===== src/rtl/tess_domain_norm.sv =====
`timescale 1ns/1ps
// Tessellation domain normaliser: turns integer barycentric (i,j) into Q1.FRAC (u,v,w)
// using a per-patch reciprocal of the level from a serial restoring divider.
module tess_domain_norm #(
    parameter int FIFO_DEPTH = 16,
    parameter int FRAC       = 15
) (
    input  logic            clk,
    input  logic            rst,
    input  logic            start,
    input  logic [7:0]      tess_level,
    input  logic            in_valid,
    input  logic [7:0]      in_i,
    input  logic [7:0]      in_j,
    input  logic            in_last,
    output logic            out_valid,
    input  logic            out_ready,
    output logic [FRAC:0]   out_u,
    output logic [FRAC:0]   out_v,
    output logic [FRAC:0]   out_w,
    output logic            out_last,
    output logic            busy,
    output logic            overflow
);

    localparam logic [1:0] ST_IDLE = 2'd0;
    localparam logic [1:0] ST_DIV  = 2'd1;
    localparam logic [1:0] ST_RUN  = 2'd2;

    localparam int AW   = $clog2(FIFO_DEPTH);
    localparam int PTRW = AW + 1;
    localparam int RW   = FRAC + 9;
    localparam int PW   = FRAC + 17;
    localparam int CW   = $clog2(FRAC + 9);

    localparam logic [CW-1:0] CNT_LAST = CW'(FRAC + 8);
    localparam logic [FRAC:0] ONE_O    = {1'b1, {FRAC{1'b0}}};
    localparam logic [PW-1:0] ONE_P    = PW'(1) << (FRAC + 8);

    logic [1:0]      state;
    logic [7:0]      lc;
    logic [RW-1:0]   rcp;
    logic [7:0]      rem;
    logic [CW-1:0]   cnt;

    logic [16:0]     mem [FIFO_DEPTH];
    logic [PTRW-1:0] wptr, rptr;
    logic            full, empty, push, pop, drop;
    logic [16:0]     rd;

    logic            s1_valid, s1_last;
    logic [PW-1:0]   s1_pu, s1_pv;
    logic            s1_ready, s2_ready, done;

    logic [8:0]      div_r;
    logic            qbit;
    logic [7:0]      rem_nx;
    logic [FRAC:0]   u_c, v_c, w_c;
    logic [FRAC+1:0] uv_sum;

    assign busy     = (state != ST_IDLE);
    assign empty    = (wptr == rptr);
    assign full     = (wptr[AW] != rptr[AW]) && (wptr[AW-1:0] == rptr[AW-1:0]);
    assign rd       = mem[rptr[AW-1:0]];

    assign s2_ready = !out_valid || out_ready;
    assign s1_ready = !s1_valid || s2_ready;
    assign pop      = (state == ST_RUN) && !empty && s1_ready;
    assign push     = in_valid && (state != ST_IDLE) && (!full || pop);
    assign drop     = in_valid && !push;
    assign done     = (state == ST_RUN) && out_valid && out_ready && out_last;

    // Dividend is 2^(FRAC+8)-1 (a zero then all ones, MSB first); adding one to
    // the final quotient gives the ceiling of 2^(FRAC+8)/Lc.
    always_comb begin
        div_r  = {rem, (cnt != '0)};
        qbit   = (div_r >= {1'b0, lc});
        rem_nx = qbit ? 8'(div_r - {1'b0, lc}) : div_r[7:0];
    end

    always_comb begin
        u_c    = (s1_pu >= ONE_P) ? ONE_O : {1'b0, s1_pu[FRAC+7:8]};
        v_c    = (s1_pv >= ONE_P) ? ONE_O : {1'b0, s1_pv[FRAC+7:8]};
        uv_sum = {1'b0, u_c} + {1'b0, v_c};
        w_c    = (uv_sum >= {1'b0, ONE_O}) ? '0 : ONE_O - uv_sum[FRAC:0];
    end

    always_ff @(posedge clk) begin
        if (push) mem[wptr[AW-1:0]] <= {in_i, in_j, in_last};
    end

    always_ff @(posedge clk or posedge rst) begin
        if (rst) begin
            state     <= ST_IDLE;
            lc        <= 8'd1;
            rcp       <= '0;
            rem       <= '0;
            cnt       <= '0;
            overflow  <= 1'b0;
            wptr      <= '0;
            rptr      <= '0;
            s1_valid  <= 1'b0;
            s1_last   <= 1'b0;
            s1_pu     <= '0;
            s1_pv     <= '0;
            out_valid <= 1'b0;
            out_last  <= 1'b0;
            out_u     <= '0;
            out_v     <= '0;
            out_w     <= '0;
        end else begin
            if (push) wptr <= wptr + PTRW'(1);
            if (pop)  rptr <= rptr + PTRW'(1);

            if (drop)
                overflow <= 1'b1;
            else if (state == ST_IDLE && start)
                overflow <= 1'b0;

            case (state)
                ST_IDLE: begin
                    if (start) begin
                        lc    <= (tess_level == 8'd0) ? 8'd1 : tess_level;
                        rem   <= '0;
                        cnt   <= '0;
                        rcp   <= '0;
                        state <= ST_DIV;
                    end
                end
                ST_DIV: begin
                    rem <= rem_nx;
                    cnt <= cnt + CW'(1);
                    if (cnt == CNT_LAST) begin
                        rcp   <= {rcp[RW-2:0], qbit} + RW'(1);
                        state <= ST_RUN;
                    end else begin
                        rcp <= {rcp[RW-2:0], qbit};
                    end
                end
                ST_RUN: begin
                    if (done) state <= ST_IDLE;
                end
                default: state <= ST_IDLE;
            endcase

            if (s1_ready) begin
                s1_valid <= pop;
                if (pop) begin
                    s1_pu   <= PW'(rd[16:9]) * PW'(rcp);
                    s1_pv   <= PW'(rd[8:1]) * PW'(rcp);
                    s1_last <= rd[0];
                end
            end

            if (s2_ready) begin
                out_valid <= s1_valid;
                if (s1_valid) begin
                    out_u    <= u_c;
                    out_v    <= v_c;
                    out_w    <= w_c;
                    out_last <= s1_last;
                end
            end

            // End of patch: anything still queued behind the last point is discarded.
            if (done) begin
                wptr      <= '0;
                rptr      <= '0;
                s1_valid  <= 1'b0;
                out_valid <= 1'b0;
            end
        end
    end

endmodule


===== config.mk =====
export PLATFORM = sky130hd
export DESIGN_NAME = tess_domain_norm
export DESIGN_NICKNAME = d
export VERILOG_FILES = /design/src/rtl/tess_domain_norm.sv
export SDC_FILE = /design/constraint.sdc
export NUM_CORES = 2
export LEC_CHECK = 0
export ABC_AREA = 1
export CORE_AREA = 8 8 327 408
export CTS_CLUSTER_DIAMETER = 120
export DETAILED_ROUTE_END_ITERATION = 8
export DIE_AREA = 0 0 335 416
export GPL_TIMING_DRIVEN = 0
export PLACE_DENSITY = 0.5
export SYNTH_ARGS = -nofsm -noshare
export SYNTH_HDL_FRONTEND = slang
export SYNTH_SLANG_ARGS = --single-unit

===== constraint.sdc =====
create_clock -name clk -period 16.9 [get_ports clk]
set_input_delay 5.07 -clock clk [delete_from_list [all_inputs] [get_ports clk]]
set_output_delay 5.07 -clock clk [all_outputs]
set_load 0.02 [all_outputs]

==> results.sh <==
export IMPL_critPathMaxFanout=10
export IMPL_cts_repair_resized=0
export IMPL_synthXorXnorAreaFrac=0.0114
export IMPL_dpl_hpwl_microns=79900
export IMPL_syn_area_sq_um=31500
export IMPL_port_buffers=81
export IMPL_setup_worst_path_class="primary input to register"
export IMPL_globalplace_congestion=0.887
export IMPL_first_pass_iters=5
export IMPL_grt_start_max_net_pins=96
export IMPL_run_status="finished, final reports clean"
export IMPL_cts_tree="done"
export IMPL_finalNetCount=4129
export IMPL_synth_top_family_by_area="adder cells"
export IMPL_synth_sequential_area_ratio=0.385
export IMPL_yosysWarnings=0
export IMPL_synth_edf_count=272
export IMPL_clockBufferDepth=3
export IMPL_max_slew_margin_rel=0.351
export IMPL_htree_num_levels=2
export IMPL_critPathSlowestCell="clkdlybuf4s50_1"
export IMPL_drt_wl_cell_microns=18.7
export IMPL_yosys_mux_area_fraction=0.0105
export IMPL_critPathRequiredTime_ns=17.22
export IMPL_clock_sink_count=430
export IMPL_grt_pass1_vias=25600
export IMPL_pin_count=82
export IMPL_synth_cells=3528
export IMPL_floorplan_die_height_microns=416
export IMPL_floorplan_die_width_microns=335
export IMPL_final_setup_viol_count=0
export IMPL_layout_cells_most_common="nand2_1"
export IMPL_route_antenna_remaining_nets=0
export IMPL_share_of_synthesized_flip_flops_with_an_asynchronous_set_or_reset=0.367
export IMPL_clock_root_buffer="clkbuf_16"
export IMPL_proportion_of_netlist_area_held_by_the_largest_area_contributor=0.259
export IMPL_postSynthRegisterBits=430
export IMPL_start_util=0.247
export IMPL_crit_path_max_incr_delay_ns=0.64
export IMPL_final_setup_skew_ns=0.0528
export IMPL_worst_setup_sp_type="primary input"
export IMPL_detail_route_wirelength_microns=102000
export IMPL_layout_worst_path_cycle_share=0.465
export IMPL_finalWorstPathRequiredPeriod_ns=7.87
export IMPL_fp_coreArea_sq_um=127000
export IMPL_synth_simple_gate_area_frac=0.186
export IMPL_vias=24800
export IMPL_grt_setup_unrepaired="false"
export IMPL_cts_made_buffers=53
export IMPL_holdBufCountCts=0
export IMPL_synth_top_cells_by_area="edfxtp_1, fa_1, dfrtp_1"
export IMPL_share_of_cells_above_drive_strength_1=0.0651
export IMPL_synth_compound_area_frac=0.0896
export IMPL_worstMarginPinSlew_ns=0.973
export IMPL_via_per_instance_ratio=4.55
export IMPL_final_cell_mix="nand2_1, nor2_1, inv_1"
export IMPL_number_of_nets_in_the_synthesized_netlist=3961
export IMPL_synth_top_area_cell="edfxtp_1"
export IMPL_drv_max_cap_violation_count=0
export IMPL_timing_hold_violations_final=0
export IMPL_syn_area_per_cell_sq_um=8.92
export IMPL_post_route_setup_tns_ns=0
export IMPL_sort_of_element_at_the_end_of_the_critical_path="register"
export IMPL_synthDistinctLibCells=54
export IMPL_total_global_routing_track_utilization=0.144
export IMPL_floorplan_rows=147
export IMPL_worstSkewPairLatency_ns=0.66
export IMPL_crit_path_cell_trace="clkdlybuf4s50_1 > nor2_1 > nand2_1 > nand2_1 > inv_1 > nor2_1 > nand2_1 > nand3_1 > buf_2 > buf_2 > nor3_2 > buf_6 > buf_6"
export IMPL_post_cts_clock_slew_at_the_launch_and_capture_registers_of_the_worst_setup_and_hold_paths_ns=0.06
export IMPL_synth_top_flop_cell="edfxtp_1"
export IMPL_design_die_area_sq_um=139000
export IMPL_antenna_found_initial=3
export IMPL_min_path_type="register to register"
export IMPL_post_cts_setup_buffer_count=0
export IMPL_timing_critical_path_mode_cell="nand2_1"
export IMPL_post_route_drc_count=0
export IMPL_grt_ovfl_total=0
export IMPL_post_synth_adder_cell_area=0.224
export IMPL_detailedRoute_firstIterationViolations=1428
export IMPL_fmaxAchievable_mhz=127
export IMPL_final_max_slew_violation_count=0
export IMPL_grt_first_pass_wirelength_microns=155000
export IMPL_worst_endpoint_arrival_ns=8.19
export IMPL_flow_area_growth_from_synthesis_pct=16.2
==> worst max-delay path, delay by kind of cell <==
kind                   cells  cell delay (ns)
buffers and inverters      6             1.75
AND/OR/NAND/NOR            7             1.34
==> sequential cells by signal, summed over array words and instances, names as in the netlist, 2 cells and up <==
name   count
out_w     16
out_u     16
rem        8
state      2
out_v     16
wptr       5
rcp       24
lc         8
s1_pu     24
s1_pv     24
cnt        5
mem      272
rptr       5
==> cell usage after synthesis (2+ instances only) <==
master and number:
o32ai_1 34, a21o_1 4, nand2_4 4, dfrtp_1 157
inv_1 535, ha_1 137, clkbuf_1 59, a21oi_1 100
and2_1 3, edfxtp_1 272, a31oi_1 5, nor2_1 575
buf_6 28, o211ai_1 14, o21a_1 2, nand3b_1 6
nor3_2 3, nor3b_1 2, o21ai_0 221, buf_4 14
nand4_1 22, nand2_1 631, o21ai_1 4, nand2_2 9
o221ai_1 26, a22o_1 21, nand3_1 128, mux2i_1 33
o21bai_1 10, inv_2 13, buf_2 33, xnor2_1 7
o22ai_1 20, nor4_1 5, a32o_1 2, buf_1 5
xor2_1 34, fa_1 266, clkinv_1 10, nor3_1 49
a31o_2 2, or2_2 11
==> path summary, 6_finish.rpt <==
path / start / to / slack [ns] / cells past startpoint
max in group asynchronous: rst / out_w[12] / 11.19 / 3
min: out_u[11] / out_u[11] / 0.48 / 2
min reg2reg: out_u[11] / out_u[11] / 0.48 / 2
max: out_ready / mem[7][2] / 9.03 / 13
min in group asynchronous: rst / s1_pv[9] / 4.85 / 2
max reg2reg: rptr[2] / s1_pv[20] / 10.06 / 26
==> cell type report <==
type                    count  area (sq um)
plain buffers             141           846
well taps                1713          2140
repair buffers            113          1200
flip-flops and latches    430         12100
multi-input cells        2399         16500
diodes                      1          2.50
clock inverters            26           299
fillers                 13700         90700
clock buffers              68          1380
inverters                 558          2100
==> per-layer routing <==
| metal | GRT usage | wire length, microns |
|---|---|---|
| met3 | 0.0197 | 4880 |
| met1 | 0.170 | 41700 |
| met4 | 0.0619 | 4940 |
| met5 | 0 | 13 |
| met2 | 0.258 | 50600 |
==> kinds of logic after synthesis <==
kind of cell,Yosys count
DFF,430
xor gates and xnor gates,41
AOI/OAI and AO/OA,473
buffers and inverters,699
muxes,33
and+or+nand+nor,1449
adders and majority gates,403
==> stage by stage <==
| step | hold slack (ns) | instances | cell area [sq um] | setup slack (ns) | util |
|---|---|---|---|---|---|
| after floorplan | 0.449 | 3528 | 31500 | 7.57 | - |
| after global placement | 0.465 | 5322 | 34400 | 4.74 | 0.271 |
| after detailed placement | 0.468 | 5354 | 34900 | 8.32 | 0.274 |
| after CTS | 0.483 | 5448 | 36600 | 8.98 | 0.288 |
| after global routing | 0.489 | 5448 | 36600 | 8.94 | 0.288 |
| final | 0.477 | 5449 | 36600 | 9.03 | 0.288 |
Power is left out: the tool's default activity adds up to more than one toggle a clock period on the data nets, which glitch-free logic cannot reach.
==> RTL change: new RTL, same settings <==
Set the parameter `FRAC` to 14 (it was 15).
--- a/src/rtl/tess_domain_norm.sv
+++ b/src/rtl/tess_domain_norm.sv
@@ -3,7 +3,7 @@
 // using a per-patch reciprocal of the level from a serial restoring divider.
 module tess_domain_norm #(
     parameter int FIFO_DEPTH = 16,
-    parameter int FRAC       = 15
+    parameter int FRAC       = 14
 ) (
     input  logic            clk,
     input  logic            rst,
Ports: changed (resized out_u, out_v and out_w); port bits go from 82 to 79. The function was not compared with the original's and may differ.
==> RTL change against the unedited design <==
Sequential cell count shrank 6. Worst hold slack lost 0.0034 ns. Via count shrank 4.9%. Worst setup slack gained 0.60 ns. Area after synthesis shrank 3.2%. Design area shrank 3.1%. Critical path type is now reg2out. Wire length shrank 6.1%. Global-route usage shrank 0.76 points. Critical path depth shrank 10.
Power is left out: the tool's default activity adds up to more than one toggle a clock period on the data nets, which glitch-free logic cannot reach.
==> RTL change: results (changes against the unedited design) <==
- Status: complete, no violations
- Worst path max stage delay: 0.56 ns (-0.08 ns)
- DPL Wire Length: 74.8 mm (-6.4%)
- Routed length on met2: 48.1 mm (-5.0%)
- Met3 wire length: 3.84 mm (-21%)
- Placed insts: 5179 (-3.3%)
- Antenna violations before repair: 3 (unchanged)
- Gpl congestion: 0.888 (about the same)
- Mux cell area share after synthesis: 0.0128 (+0.00232)
- XOR/XNOR Fraction of Synth Area: 0.0138 (+0.00239)
- CTS Root Cell: clkbuf_16
- Clock-pin slew on the worst setup and hold paths: 0.06 ns (about the same)
- Netlist cell types: 50 (-7.4%)
- Gate Count Post-Synth: 3370 (-4.5%)
- Syn nets: 3789 (-4.3%)
- Met1 Track Usage GR: 0.163 (-0.00734)
- Pin count of the biggest net entering global routing: 93 (-3.1%)
- Worst clock skew: 0.0269 ns (-0.0260 ns)
- Worst hold-check path type: reg2reg
- Placement Cell Area: 33800 um2 (-3.2%)
- CP Max Fanout: 3 (-7)
- CTS H-tree depth: 2 (unchanged)
- Total wire length: 95.9 mm (-6.1%)
- Post-synthesis adder-cell area fraction: 0.222 (-0.00135)
- Resized Gates After CTS: 0 (unchanged)
- Top post-synthesis cells by count: nand2_1, nor2_1, inv_1
- NumNets Final: 3937 (-4.7%)
- CTS Buf Count: 50 (-5.7%)
- Vias in the first global route: 24500 (-4.2%)
- Crit path DAT: 2.20 ns (-5.99 ns)
- Dpl ws: 8.95 ns (+0.629 ns)
- PortBufs: 78 (-3.7%)
- First-pass GRT wire length: 148 mm (-4.8%)
- Worst-Skew Late Latency: 0.63 ns (-0.03 ns)
- Asr flop ratio synth: 0.358 (-0.00895)
- Share of layout cells above drive strength 1: 0.0680 (+0.00294)
- Grt met2 use: 0.245 (-0.0128)
- Synth Area in Compound Gates: 0.0881 (-0.00157)
- Wire per inst: 18.2 um (-3.0%)
- Total track usage: 0.136 (-0.00759)
- Area contributors post-synth: edfxtp_1, fa_1, dfrtp_1, nand2_1, nor2_1
- Post-synthesis sequential area ratio: 0.393 (+0.00773)
- 1st-iter DRT viols: 1543 (+8.1%)
- Post-synth EDFFs: 272 (unchanged)
- M1 WL: 40.1 mm (-3.9%)
- Routed vias: 23600 (-4.9%)
- Routing usage on met3: 0.0190 (-0.000651)
- Largest register FFs: 272 (unchanged)
- Relative slew slack: 0.134 (-0.217)
RTL change: cell types whose count changed in the layout (fill, tap and decap cells not counted), moves of 17 or more:
| cell | unedited run | this run |
|---|---|---|
| buf_6 | 54 | 20 |
| nor2_2 | 1 | 25 |
| nor3_2 | 18 | 1 |
| nand2_1 | 631 | 596 |
| inv_1 | 534 | 479 |
| nor2_1 | 574 | 534 |
RTL change: worst paths after layout:
| path | endpoint | depth (start not counted) | from | slack, ns |
|---|---|---|---|---|
| worst max-delay path | busy | 3 | state[0] | 9.63 |
| worst min-delay path | s1_pv[24] | 2 | s1_pv[24] | 0.47 |
| worst max register to register | s1_pv[25] | 25 | rptr[3] | 10.16 |
| worst min register to register | s1_pv[24] | 2 | s1_pv[24] | 0.47 |
| max in group asynchronous | s1_pv[25] | 3 | rst | 11.17 |
| min in group asynchronous | lc[7] | 2 | rst | 4.88 |
RTL change: area by class of cell:
cell class	count	area, um2
Multi-Input combinational cell	2308	15900
Fill cell	13800	91800
Sequential cell	424	12000
Inverter	509	1920
Timing Repair Buffer	96	1110
Clock buffer	55	1270
Antenna cell	1	2.50
Clock inverter	38	408
Tap cell	1713	2140
Buffer	129	747
RTL change: worst register-to-register path: cells and delay by family, from the launching register on:
| family | cells | cell delay (ns) |
|---|---|---|
| adders and majority gates | 5 | 2.47 |
| buffers and inverters | 7 | 1.13 |
| DFF | 1 | 0.41 |
| and+or+nand+nor | 9 | 1.82 |
| AOI/OAI and AO/OA | 4 | 0.81 |
RTL change: logic make-up after synthesis:
logic type | after synthesis
XOR/XNOR | 48
AO/OA/AOI/OAI | 458
adder cells (fa/ha/maj) | 389
flip-flops | 424
multiplexers | 39
AND/OR/NAND/NOR | 1374
buffers and inverters | 638
